==> src/rtl/pc_fetch_if.sv <==
// Fetch-side bus bundle: instruction-memory request/response and the decode handoff.
interface pc_fetch_if #(
  parameter int XLEN = 32
);
  logic            imem_req;
  logic [XLEN-1:0] imem_addr;
  logic            imem_gnt;
  logic            imem_rvalid;
  logic [31:0]     imem_rdata;
  logic            out_valid;
  logic [31:0]     out_instr;
  logic [XLEN-1:0] out_pc;
  logic            out_ready;

  modport master (
    output imem_req, imem_addr, out_valid, out_instr, out_pc,
    input  imem_gnt, imem_rvalid, imem_rdata, out_ready
  );

  modport slave (
    input  imem_req, imem_addr, out_valid, out_instr, out_pc,
    output imem_gnt, imem_rvalid, imem_rdata, out_ready
  );
endinterface

==> src/rtl/pc_fetch_unit.sv <==
// Single-outstanding instruction fetch: IDLE issues, WAIT collects the response,
// HOLD presents it to decode. Branch/jump/trap redirects may arrive in any state.
module pc_fetch_unit #(
  parameter int              XLEN     = 32,
  parameter logic [XLEN-1:0] RESET_PC = 32'h0000_0000
) (
  input  logic            clk,
  input  logic            rst,
  pc_fetch_if.master      bus,
  input  logic            br_valid,
  input  logic [1:0]      br_type,
  input  logic            equal,
  input  logic [XLEN-1:0] br_pc,
  input  logic [XLEN-1:0] imm,
  input  logic [XLEN-1:0] rs1_val,
  input  logic            trap_valid,
  input  logic [XLEN-1:0] trap_vec,
  output logic            link_valid,
  output logic [XLEN-1:0] link_pc,
  output logic            misalign_err
);

  localparam logic [1:0] BR_BEQ  = 2'b00;
  localparam logic [1:0] BR_BNE  = 2'b01;
  localparam logic [1:0] BR_JALR = 2'b11;
  localparam logic [XLEN-1:0] CLR_BIT0 = ~{{(XLEN-1){1'b0}}, 1'b1};

  typedef enum logic [1:0] {IDLE, WAIT, HOLD} state_t;

  state_t          state_reg, state_next;
  logic [XLEN-1:0] pc_reg, pc_next;
  logic            kill_reg, kill_next;
  logic [31:0]     out_instr_reg;
  logic [XLEN-1:0] out_pc_reg;
  logic            link_valid_reg;
  logic [XLEN-1:0] link_pc_reg;
  logic            misalign_reg;
  logic            capture;

  logic [XLEN-1:0] jump_sum, jalr_sum, br_target, redirect_target;
  logic            is_jump, taken, br_aligned, redirect, br_misaligned, link_accept;

  always_comb begin
    jump_sum        = br_pc + imm;
    jalr_sum        = rs1_val + imm;
    is_jump         = br_type[1];
    taken           = br_valid && (is_jump ||
                                   (br_type == BR_BEQ && equal) ||
                                   (br_type == BR_BNE && !equal));
    br_target       = (br_type == BR_JALR) ? (jalr_sum & CLR_BIT0) : jump_sum;
    br_aligned      = (br_target[1:0] == 2'b00);
    // Traps always win and are never checked for alignment.
    redirect        = trap_valid || (taken && br_aligned);
    redirect_target = trap_valid ? trap_vec : br_target;
    br_misaligned   = !trap_valid && taken && !br_aligned;
    link_accept     = !trap_valid && taken && is_jump && br_aligned;
  end

  always_comb begin
    state_next = state_reg;
    kill_next  = kill_reg;
    pc_next    = pc_reg;
    capture    = 1'b0;
    case (state_reg)
      IDLE: begin
        if (bus.imem_gnt) begin
          state_next = WAIT;
          kill_next  = redirect;
        end
      end
      WAIT: begin
        if (bus.imem_rvalid) begin
          // A killed or concurrently-redirected response is dropped and kill retires.
          kill_next = 1'b0;
          if (kill_reg || redirect) begin
            state_next = IDLE;
          end else begin
            state_next = HOLD;
            capture    = 1'b1;
          end
        end else if (redirect) begin
          kill_next = 1'b1;
        end
      end
      HOLD: begin
        if (redirect || bus.out_ready) state_next = IDLE;
        if (bus.out_ready)             pc_next    = pc_reg + XLEN'(4);
      end
      default: state_next = IDLE;
    endcase
    if (redirect) pc_next = redirect_target;
  end

  always_ff @(posedge clk) begin
    if (rst) begin
      state_reg      <= IDLE;
      pc_reg         <= RESET_PC;
      kill_reg       <= 1'b0;
      out_instr_reg  <= '0;
      out_pc_reg     <= '0;
      link_valid_reg <= 1'b0;
      link_pc_reg    <= '0;
      misalign_reg   <= 1'b0;
    end else begin
      state_reg      <= state_next;
      pc_reg         <= pc_next;
      kill_reg       <= kill_next;
      link_valid_reg <= link_accept;
      misalign_reg   <= br_misaligned;
      if (capture) begin
        out_instr_reg <= bus.imem_rdata;
        out_pc_reg    <= pc_reg;
      end
      if (link_accept) link_pc_reg <= br_pc + XLEN'(4);
    end
  end

  assign bus.imem_req  = (state_reg == IDLE) && !rst;
  assign bus.imem_addr = pc_reg;
  assign bus.out_valid = (state_reg == HOLD) && !rst;
  assign bus.out_instr = out_instr_reg;
  assign bus.out_pc    = out_pc_reg;
  assign link_valid    = link_valid_reg;
  assign link_pc       = link_pc_reg;
  assign misalign_err  = misalign_reg;

endmodule

==> src/flat_wrapper.sv <==
// flat-port wrapper written by rule: the top's interface ports become plain ports
module pc_fetch_unit_flat 
#(
  parameter int              XLEN     = 32,
  parameter logic [XLEN-1:0] RESET_PC = 32'h0000_0000
)
  (clk, rst, br_valid, br_type, equal, br_pc, imm, rs1_val, trap_valid, trap_vec, link_valid, link_pc, misalign_err, bus_imem_req, bus_imem_addr, bus_out_valid, bus_out_instr, bus_out_pc, bus_imem_gnt, bus_imem_rvalid, bus_imem_rdata, bus_out_ready);
  pc_fetch_if #(.XLEN(XLEN)) bus_i ();
  input  logic clk;
  input  logic rst;
  input  logic br_valid;
  input  logic [1:0] br_type;
  input  logic equal;
  input  logic [XLEN-1:0] br_pc;
  input  logic [XLEN-1:0] imm;
  input  logic [XLEN-1:0] rs1_val;
  input  logic trap_valid;
  input  logic [XLEN-1:0] trap_vec;
  output logic link_valid;
  output logic [XLEN-1:0] link_pc;
  output logic misalign_err;
  output wire logic [$bits(bus_i.imem_req)-1:0] bus_imem_req;
  output wire logic [$bits(bus_i.imem_addr)-1:0] bus_imem_addr;
  output wire logic [$bits(bus_i.out_valid)-1:0] bus_out_valid;
  output wire logic [$bits(bus_i.out_instr)-1:0] bus_out_instr;
  output wire logic [$bits(bus_i.out_pc)-1:0] bus_out_pc;
  input wire logic [$bits(bus_i.imem_gnt)-1:0] bus_imem_gnt;
  input wire logic [$bits(bus_i.imem_rvalid)-1:0] bus_imem_rvalid;
  input wire logic [$bits(bus_i.imem_rdata)-1:0] bus_imem_rdata;
  input wire logic [$bits(bus_i.out_ready)-1:0] bus_out_ready;
  assign bus_imem_req = bus_i.imem_req;
  assign bus_imem_addr = bus_i.imem_addr;
  assign bus_out_valid = bus_i.out_valid;
  assign bus_out_instr = bus_i.out_instr;
  assign bus_out_pc = bus_i.out_pc;
  assign bus_i.imem_gnt = bus_imem_gnt;
  assign bus_i.imem_rvalid = bus_imem_rvalid;
  assign bus_i.imem_rdata = bus_imem_rdata;
  assign bus_i.out_ready = bus_out_ready;
  pc_fetch_unit #(.XLEN(XLEN), .RESET_PC(RESET_PC)) u_core (.clk(clk), .rst(rst), .bus(bus_i), .br_valid(br_valid), .br_type(br_type), .equal(equal), .br_pc(br_pc), .imm(imm), .rs1_val(rs1_val), .trap_valid(trap_valid), .trap_vec(trap_vec), .link_valid(link_valid), .link_pc(link_pc), .misalign_err(misalign_err));
endmodule
==> config.mk <==
export PLATFORM = sky130hd
export DESIGN_NAME = pc_fetch_unit_flat
export DESIGN_NICKNAME = d
export VERILOG_FILES = /design/src/rtl/pc_fetch_if.sv /design/src/rtl/pc_fetch_unit.sv /design/src/flat_wrapper.sv
export SDC_FILE = /design/constraint.sdc
export NUM_CORES = 1
export LEC_CHECK = 0
export ABC_AREA = 1
export CORE_MARGIN = 4
export CORE_UTILIZATION = 23
export CTS_BUF_LIST = sky130_fd_sc_hd__clkbuf_4 sky130_fd_sc_hd__clkbuf_8 sky130_fd_sc_hd__clkbuf_16
export CTS_CLUSTER_DIAMETER = 100
export CTS_CLUSTER_SIZE = 25
export DETAILED_ROUTE_END_ITERATION = 8
export PLACE_DENSITY = 0.41
export SETUP_SLACK_MARGIN = 0.5
export SLEW_MARGIN = 0
export SYNTH_ARGS = -nofsm -noshare
export SYNTH_HDL_FRONTEND = slang
export SYNTH_SLANG_ARGS = --single-unit
==> constraint.sdc <==
create_clock -name clk -period 6.3 [get_ports clk]
set_input_delay 0.945 -clock clk [delete_from_list [all_inputs] [get_ports clk]]
set_output_delay 0.945 -clock clk [all_outputs]
set_load 0.1 [all_outputs]
==> summary.txt <==
Run status
  – Status: complete, no violations

Timing
  – TNS Setup: 0 ns
  – Worst Hold Slack: 0.442 ns
  – Final Max Slew Viols: 0
  – Fmax: 254 MHz
  – Final setup viols: 0
  – Fin crit share: 62.5%
  – Post-layout min period: 3.94 ns
  – RSZ-0062 raised after global routing: false
  – Worst clock skew: 0.0128 ns
  – Rel. slew slack: 30.4%
  – Final hold vios: 0
  – Slew @ Worst Pin: 1.04 ns

Power and ir drop
  – Clock power share: 31.2%
  – Sw Pwr: approximately 1.3 mW
  – Flop pwr share: between 30% and 40%
  – Switching part of the total: 42.1%
  – Pwr Total: about 3.0 mW
  – Internal power: 1.76 mW
  – Combinational power share: 38.2%
  – Leak pwr: 6.93 nW
  – Power per Cell Area: ~200 mW/mm2
  – Worst vdd ir: around 0.18 mV

Route
  – DRT iter0 DRCs: 931
  – Drt first pass iters: 5
  – Wirelength per Cell: 17.6 um
  – Top Metal Used: met4
  – Residual DRC: 0
  – Met2 WL: 23500 um
  – WL final: 50200 um
  – Via-per-instance ratio: between 4 and 5
  – Metal3 WL: about 2100 um
  – Via count: 12800
  – Met1 Wirelength: 24200 um
  – Post-detailed-route count of antenna-violating nets: 0

Synth
  – Post-synthesis cell count: approximately 1900
  – EDFF count, synth: 0
  – Top-area cell type share of the netlist area: about a quarter
  – Syn Nets: roughly 2100
  – Yosys top cell by area: dfxtp_1
  – Post-Syn Area: 0.0113 mm2
  – Ys async rst share: 0%
  – Count of yosys warnings during synthesis: 0
  – Synth Flop Type: dfxtp_1
  – Post-synth cell types: 48
  – Synth area leaders: dfxtp_1 23%, nand2_1 15%, inv_1 9.2%, a21oi_1 8.4%, nor2_1 7.9%
  – Synth Area per Inst: between 5 and 6 um2
  – Synth Register Bits: 133
  – Sequential area share after synthesis: 23.5%

Min path
  – Worst min-delay path category: flip-flop to flip-flop

Worst setup path
  – CP peak stage delay: between 0.4 and 0.5 ns
  – Crit. End Element: flip-flop
  – Most frequent CP cell: nor2_1
  – Slowest-stage cell, CP: fa_1
  – Crit Path Max Fanout: 90
  – Critical Path RT: ~6.6 ns
  – Crit-path cells: clkdlybuf4s50_1 -> ha_1 -> fa_1 -> nor2_1 -> nand2_1 -> o21ai_2 -> nand2_2 -> nand2_4 -> inv_4 -> nand3_4 -> buf_12 -> a21oi_1 -> nor2_1
  – Top Family by Delay on Critical Path: buffers and inverters
  – Data arrival, critical path: roughly 4.3 ns
  – Worst setup path class: primary input to flip-flop
  – Critical path buffers and inverters: 3
  – Crit path launch type: primary input

Layout
  – Fillers: 5495
  – # nets final: roughly 2400
  – Fin util: 31.8%
  – Final Instance Area: 0.0155 mm2
  – Share of layout cells above drive strength 1: under 10%
  – Layout area overhead: 36.8%

Floorplan
  – I/O Pins: 302
  – Core Region: 0.0488 mm2
  – Die area: 0.0529 mm2
  – # rows: a little over 80
  – Die Y: about 230 um
  – Starting Density: between 20 and 25%
  – Width of the die: 230 um

Clock tree
  – CTS clk-pin slew, worst paths: 0.06 ns
  – CTS Hold Buffers Added: 0
  – # resized after CTS: 0
  – Clock Path Buffers: 2
  – CTS tree: yes
  – CTS buffer count: 17
  – H-tree depth: 4
  – Post-CTS Setup Inserts: 0
  – Clk Latency, worst-skew pair: 0.45 ns
  – Root Driver: clkbuf_16
  – CTS sink cnt: roughly 130

GRT
  – Vias in the first global route: 12000
  – Largest net degree at the start of global routing: 91
  – First-pass GRT wire length: 74800 um
  – Grt ovf: 0
  – Initial antenna violation count: 1
  – Tot GR Track Use: 18.3%

Placed design
  – Placed instance area: 0.0150 mm2
  – # port buffers: 301
  – Dpl hpwl: between 40000 and 50000 um
  – Placer congestion estimate: 0.893

Job
  – MaxCap Viol Count: 0
==> path summary, 6_finish.rpt <==
check                           slack, ns  cells past startpoint                        to                startpoint
worst max-delay path                 2.36                     13      u_core.bus.out_pc[2]                  br_pc[0]
worst max register to register       4.11                     13  u_core.bus.imem_addr[30]   u_core.bus.imem_addr[3]
worst min register to register       0.44                      2  u_core.bus.out_instr[29]  u_core.bus.out_instr[29]
worst min-delay path                 0.44                      2  u_core.bus.out_instr[29]  u_core.bus.out_instr[29]
==> metrics by stage <==
stage | std cells | setup WS (ns)
after detailed placement | 2826 | 1.85
final | 2859 | 2.36
after floorplan | 1907 | 1.94
after CTS | 2858 | 2.32
after global routing | 2859 | 2.03
after global placement | 2826 | 1.93
==> power groups by stage <==
stage          Combinational, mW  Sequential [mW]  Clock (mW)
2_1_floorplan              0.495             1.21           0
3_3_place_gp                1.16            0.949           0
3_5_place_dp                1.17            0.949           0
4_1_cts                     1.17            0.930       0.982
5_1_grt                     1.26            0.935        1.01
6_report                    1.16            0.930       0.951
==> cell usage after synthesis, types with 6 or more instances <==
library cell	instances
nand2_1	468
inv_1	279
nor2_1	238
a21oi_1	191
dfxtp_1	133
nand3_1	110
o21ai_0	101
ha_1	63
o21ai_1	45
nor3_1	32
nand4_1	27
clkbuf_1	25
xor2_1	22
o21bai_1	18
xnor2_1	18
nand3b_1	17
buf_2	13
buf_4	11
o221ai_1	11
o211ai_1	8
or2_2	8
nor4_1	6
==> cell usage in the layout (no fill, tap or decap), drive strengths merged, types with 22 or more instances in the layout <==
cell / instances
ha: 63
inv: 289
nand4: 29
o21ai: 147
nand2: 475
nand3: 115
a21oi: 191
nor3: 38
clkdlybuf4s50: 300
dfxtp: 133
nor2: 245
xor2: 22
==> logic make-up after synthesis <==
kind of cell | count (synthesis) | synth area share (%)
adders and majority gates | 65 | 7.30
xor gates and xnor gates | 40 | 3.09
buffers and inverters | 342 | 12.1
DFF | 133 | 23.5
and+or+nand+nor | 939 | 35.7
AOI/OAI and AO/OA | 388 | 18.3
==> layout make-up <==
cell class | instances | area (um2) | share of cell area [%]
Antenna cell | 1 | 2.50 | 0.0161
Tap cell | 664 | 831 | 5.35
Timing Repair Buffer | 310 | 3090 | 19.9
Multi-Input combinational cell | 1432 | 7310 | 47.1
Inverter | 287 | 1080 | 6.96
Clock inverter | 14 | 103 | 0.661
Clock buffer | 18 | 439 | 2.83
Sequential cell | 133 | 2660 | 17.2
==> tightest hold or removal path, cell delays in order, from the launching register on <==
cell	delay, ns
dfxtp_1	0.31
inv_1	0.04
a21oi_1	0.05
==> metal layers <==
layer  vias to the layer above  GRT usage (%)
met2                       278           30.3
met5                         -              0
met4                         0           3.69
met1                      5774           25.4
met3                        24           2.53
li1                       6747              -
No activity file was read; power rests on OpenSTA's default activity.
==> RTL change 1, RTL diff (same settings) <==
`XLEN` is set to 32 in 3 places; all go to 24.
--- a/src/rtl/pc_fetch_if.sv
+++ b/src/rtl/pc_fetch_if.sv
@@ -1,6 +1,6 @@
 // Fetch-side bus bundle: instruction-memory request/response and the decode handoff.
 interface pc_fetch_if #(
-  parameter int XLEN = 32
+  parameter int XLEN = 24
 );
   logic            imem_req;
   logic [XLEN-1:0] imem_addr;
--- a/src/rtl/pc_fetch_unit.sv
+++ b/src/rtl/pc_fetch_unit.sv
@@ -1,7 +1,7 @@
 // Single-outstanding instruction fetch: IDLE issues, WAIT collects the response,
 // HOLD presents it to decode. Branch/jump/trap redirects may arrive in any state.
 module pc_fetch_unit #(
-  parameter int              XLEN     = 32,
+  parameter int              XLEN     = 24,
   parameter logic [XLEN-1:0] RESET_PC = 32'h0000_0000
 ) (
   input  logic            clk,
--- a/src/flat_wrapper.sv
+++ b/src/flat_wrapper.sv
@@ -1,7 +1,7 @@
 // flat-port wrapper written by rule: the top's interface ports become plain ports
 module pc_fetch_unit_flat 
 #(
-  parameter int              XLEN     = 32,
+  parameter int              XLEN     = 24,
   parameter logic [XLEN-1:0] RESET_PC = 32'h0000_0000
 )
   (clk, rst, br_valid, br_type, equal, br_pc, imm, rs1_val, trap_valid, trap_vec, link_valid, link_pc, misalign_err, bus_imem_req, bus_imem_addr, bus_out_valid, bus_out_instr, bus_out_pc, bus_imem_gnt, bus_imem_rvalid, bus_imem_rdata, bus_out_ready);
Interface: changed (7 resized); port bits go from 302 to 246. The function was not compared with the original's and may differ.
==> RTL change 1 against the original RTL <==
  * Utilization increased by 0.11 points
  * Worst setup slack got worse by 0.088 ns
  * First-iteration DRC count decreased by 31%
  * Design area decreased by 23%
  * Sequential cell count decreased by 24
  * Synthesized area decreased by 23%
  * Register-to-register slack got worse by 0.37 ns
  * Worst hold slack improved by 0.0043 ns
  * Total power decreased by 25%
  * Global-route usage decreased by 0.51 points
  * Wire length decreased by 26%
  * Critical path type unchanged
  * Highest routed layer unchanged
==> RTL change 1: results (changes against the original RTL) <==
sta:
  fin_hold_ws_ns: 0.446  # +0.00430 ns
  slew-limit-headroom_pct: 27.1  # -3.3 points
  finClkSkew_ns: 0.0120  # -0.000782 ns
yosys:
  synthTopCellsByArea: "dfxtp_1 25%, nand2_1 17%, inv_1 11%"
  synth.distinct_cells: 43  # -10%
  yosysSeqAreaShare_pct: 25.0  # +1.5 points
  synth_fp_nets: 1669  # -22%
pwr:
  switching_share_pct: 41.9  # -0.18 points
  max-vdd-ir-drop_mv: 0.0985  # -44%
  p_comb_w: 0.000899  # -23%
detailed_routing:
  first_iter_violations: 640  # -31%
  vias_per_cell: 4.36  # -2.8%
  wl_met2_mm: 16.6  # -29%
  post_drt_wl_per_cell_um: 16.8  # -4.2%
critical_path:
  reg2reg_from: "u_core.state_reg[1]"
  arrival_ns: 4.32  # +0.06 ns
  cp_max_fo: 113  # +26%
  reg2reg_to: "u_core.bus.imem_addr[17]"
place:
  place.gp.congestion: 0.849  # -4.9%
  dp_hpwl_mm: 30.7  # -25%
  numPortBuffers: 245  # -19%
  dp.cells: 2201  # -22%
global_route:
  grtUsageMet3_pct: 2.03  # -0.50 points
  use_met2_pct: 28.0  # -2.4 points
  grt_max_degree: 114  # +25%
  grt_pass1_wl_mm: 56.7  # -24%
worst_hold_path:
  min_from: "u_core.bus.out_instr[16]"
clock_tree:
  htree_levels: 3  # -1
final_layout:
  fin_nets: 1888  # -22%
  drive_gt1_share_pct: 2.64  # -1.2 points
outcome:
  status: "completed"
## RTL change 1: cell count changes after synthesis, moves of 23 or more
cell / change
inv_1: -24
nor2_1: -77
nand2_1: -83
o21ai_1: -37
a21oi_1: -56
dfxtp_1: -24
nor3_1: -23
## RTL change 1: logic make-up after synthesis
logic type      share of synthesized area [%]
compound gates                           15.7
flops                                    25.0
buf+inv                                  13.5
simple gates                             35.1
xor+xnor                                 3.61
fa+ha+maj                                7.20
## RTL change 1: area by class of cell
| type | instances | share of cell area (%) |
|---|---|---|
| multi-input combinational | 1071 | 44.9 |
| timing repair buffer | 250 | 20.8 |
| sequential | 109 | 18.2 |
| inverter | 260 | 8.17 |
| tap | 511 | 5.34 |
| clock buffer | 10 | 1.94 |
| clock inverter | 6 | 0.648 |
| antenna | 1 | 0.0209 |
==> RTL change 2, RTL diff (same settings) <==
Made on the original files. Reset style: asynchronous (`rst`), changed in one clocked block.
--- a/src/rtl/pc_fetch_unit.sv
+++ b/src/rtl/pc_fetch_unit.sv
@@ -91,7 +91,7 @@
     if (redirect) pc_next = redirect_target;
   end
 
-  always_ff @(posedge clk) begin
+  always_ff @(posedge clk or posedge rst) begin
     if (rst) begin
       state_reg      <= IDLE;
       pc_reg         <= RESET_PC;
Behaviour: differs if rst is asserted again (counterexample within 4 cycles, from zero or initial values and one cycle with rst high); with rst held inactive, the same outputs for 4 cycles.
==> RTL change 2 against the original RTL <==
  * Die area increased by 2.7%
  * Sequential cell count unchanged
  * Count of clock-buffer cells in the layout increased by 2
  * Worst setup slack got worse by 0.023 ns
  * Utilization increased by 0.063 points
  * Synthesized area increased by 2.7%
  * Wire length increased by 3.9%
  * Maximum frequency decreased by 0.58%
  * Design area increased by 2.9%
  * Critical endpoint is now u_core.bus.imem_addr[2]
Power is not compared: it rests on default switching activity, and its combinational part moved more than twofold at a synthesized area within 25%.
==> RTL change 2: results (changes against the original RTL) <==
outcome:
  status: "completed"
sta:
  finClkSkew_ns: 0.00948  # -0.00335 ns
  slew-limit-headroom_pct: 27.0  # -3.4 points
  fin_tns_setup_ns: 0  # unchanged
global_route:
  grt_pass1_vias: 12500  # +3.8%
  antenna_found_initial: 3  # +2
  grt_max_degree: 84  # -7.7%
  grt_pass1_wl_mm: 77.6  # +3.7%
  grtUsageMet3_pct: 3.22  # +0.69 points
  track_usage_pct: 18.8  # +0.57 points
  use_met2_pct: 29.8  # -0.52 points
  groute.layer.met1.usage_pct: 26.8  # +1.5 points
detailed_routing:
  first_iter_violations: 976  # +4.8%
  wl_mm: 52.2  # +3.9%
  vias_per_cell: 4.52  # +0.79%
  maxUsedRoutingLayer: "met5"
  post_drt_wl_per_cell_um: 18.2  # +3.5%
  wl_met2_mm: 23.2  # -0.95%
  met1Wirelength_mm: 25.4  # +5.2%
  routed-wl-met3_mm: 2.68  # +30%
  drt_pre_antenna_iters: 6  # +1
clock_tree:
  post_cts_buffers: 0  # unchanged
  insertion_delay_ns: 0.45  # about the same
  cts_buffers: 17  # unchanged
final_layout:
  drive_gt1_share_pct: 3.46  # -0.41 points
  fillers: 5575  # +1.5%
  fin_nets: 2419  # +0.12%
critical_path:
  reg2reg_from: "u_core.bus.imem_addr[3]"
  max_stage_delay_ns: 0.50
  cpMaxStageDelayCell: "inv_2"
  r2r_setup_slack_ns: 3.91  # -0.20 ns
  reg2reg_to: "u_core.bus.imem_addr[22]"
  arrival_ns: 4.30  # +0.04 ns
  reg2reg_depth: 14  # +1
  cp_max_fo: 37  # -59%
pwr:
  max-vdd-ir-drop_mv: 0.192
place:
  place.gp.congestion: 0.899  # +0.72%
  dp_hpwl_mm: 42.7  # +3.7%
  dp.cells: 2837  # +0.39%
yosys:
  synth.distinct_cells: 46  # -4.2%
  synthCells: 1895  # -0.63%
  yosys-top-cells-count: "737 x nand2_1, 248 x inv_1, 172 x nor2_1"
  synthArstFlopShare_pct: 100  # +100 points
  synth_fp_nets: 2130  # -0.56%
  synthTopCellsByArea: "dfrtp_1 29%, nand2_1 24%, inv_1 8.0%"
  yosysSeqAreaShare_pct: 28.6  # +5.1 points
  synth_area_leader_cell: "dfrtp_1"
worst_hold_path:
  min_path_cells: 2  # unchanged
  min_from: "u_core.bus.out_instr[5]"
  hold_end: "u_core.bus.out_instr[5]"
## RTL change 2: per-stage QoR
stage / area, µm² / power (W) / hold slack [ns] / setup WS, ns
CTS: 16000 / 0.00660 / 0.482 / 2.32
global route: 16000 / 0.00684 / 0.498 / 2.07
global placement: 15400 / 0.00549 / 0.461 / 1.87
floorplan: 11700 / 0.00436 / 0.511 / 1.80
finish: 16000 / 0.00653 / 0.479 / 2.34
detailed placement: 15400 / 0.00550 / 0.464 / 1.84
## RTL change 2: worst max-delay path by stage
stage	startpoint	to	slack, ns	cells past startpoint
finish	br_pc[0]	u_core.bus.imem_addr[2]	2.34	14
global route	br_pc[0]	u_core.bus.imem_addr[2]	2.07	14
CTS	br_pc[0]	u_core.bus.imem_addr[2]	2.32	14
detailed placement	br_pc[0]	u_core.bus.imem_addr[2]	1.84	14
global placement	br_pc[0]	u_core.bus.imem_addr[2]	1.87	14
floorplan	rst	u_core.bus.imem_addr[0]	1.80	1
## RTL change 2: cells by family after synthesis
| group | after synthesis | synth area share (%) |
|---|---|---|
| fa+ha+maj | 65 | 7.11 |
| flops | 133 | 28.6 |
| xor+xnor | 44 | 3.31 |
| compound gates | 228 | 10.6 |
| simple gates | 1132 | 40.5 |
| buf+inv | 293 | 9.93 |
## RTL change 2: final cells by class
cell class / instances / area, µm² / area share, %
inverter: 256 / 966 / 6.05
antenna: 2 / 5.00 / 0.0313
clock inverter: 12 / 141 / 0.885
multi-input combinational: 1469 / 7170 / 44.9
tap: 672 / 841 / 5.26
sequential: 133 / 3330 / 20.8
clock buffer: 20 / 460 / 2.88
timing repair buffer: 307 / 3060 / 19.1
## RTL change 2: tightest hold or removal path, cell delays in order, from the launching register on
cell and delay (ns):
dfrtp_1 0.34, nand2_1 0.05, nand2_1 0.06
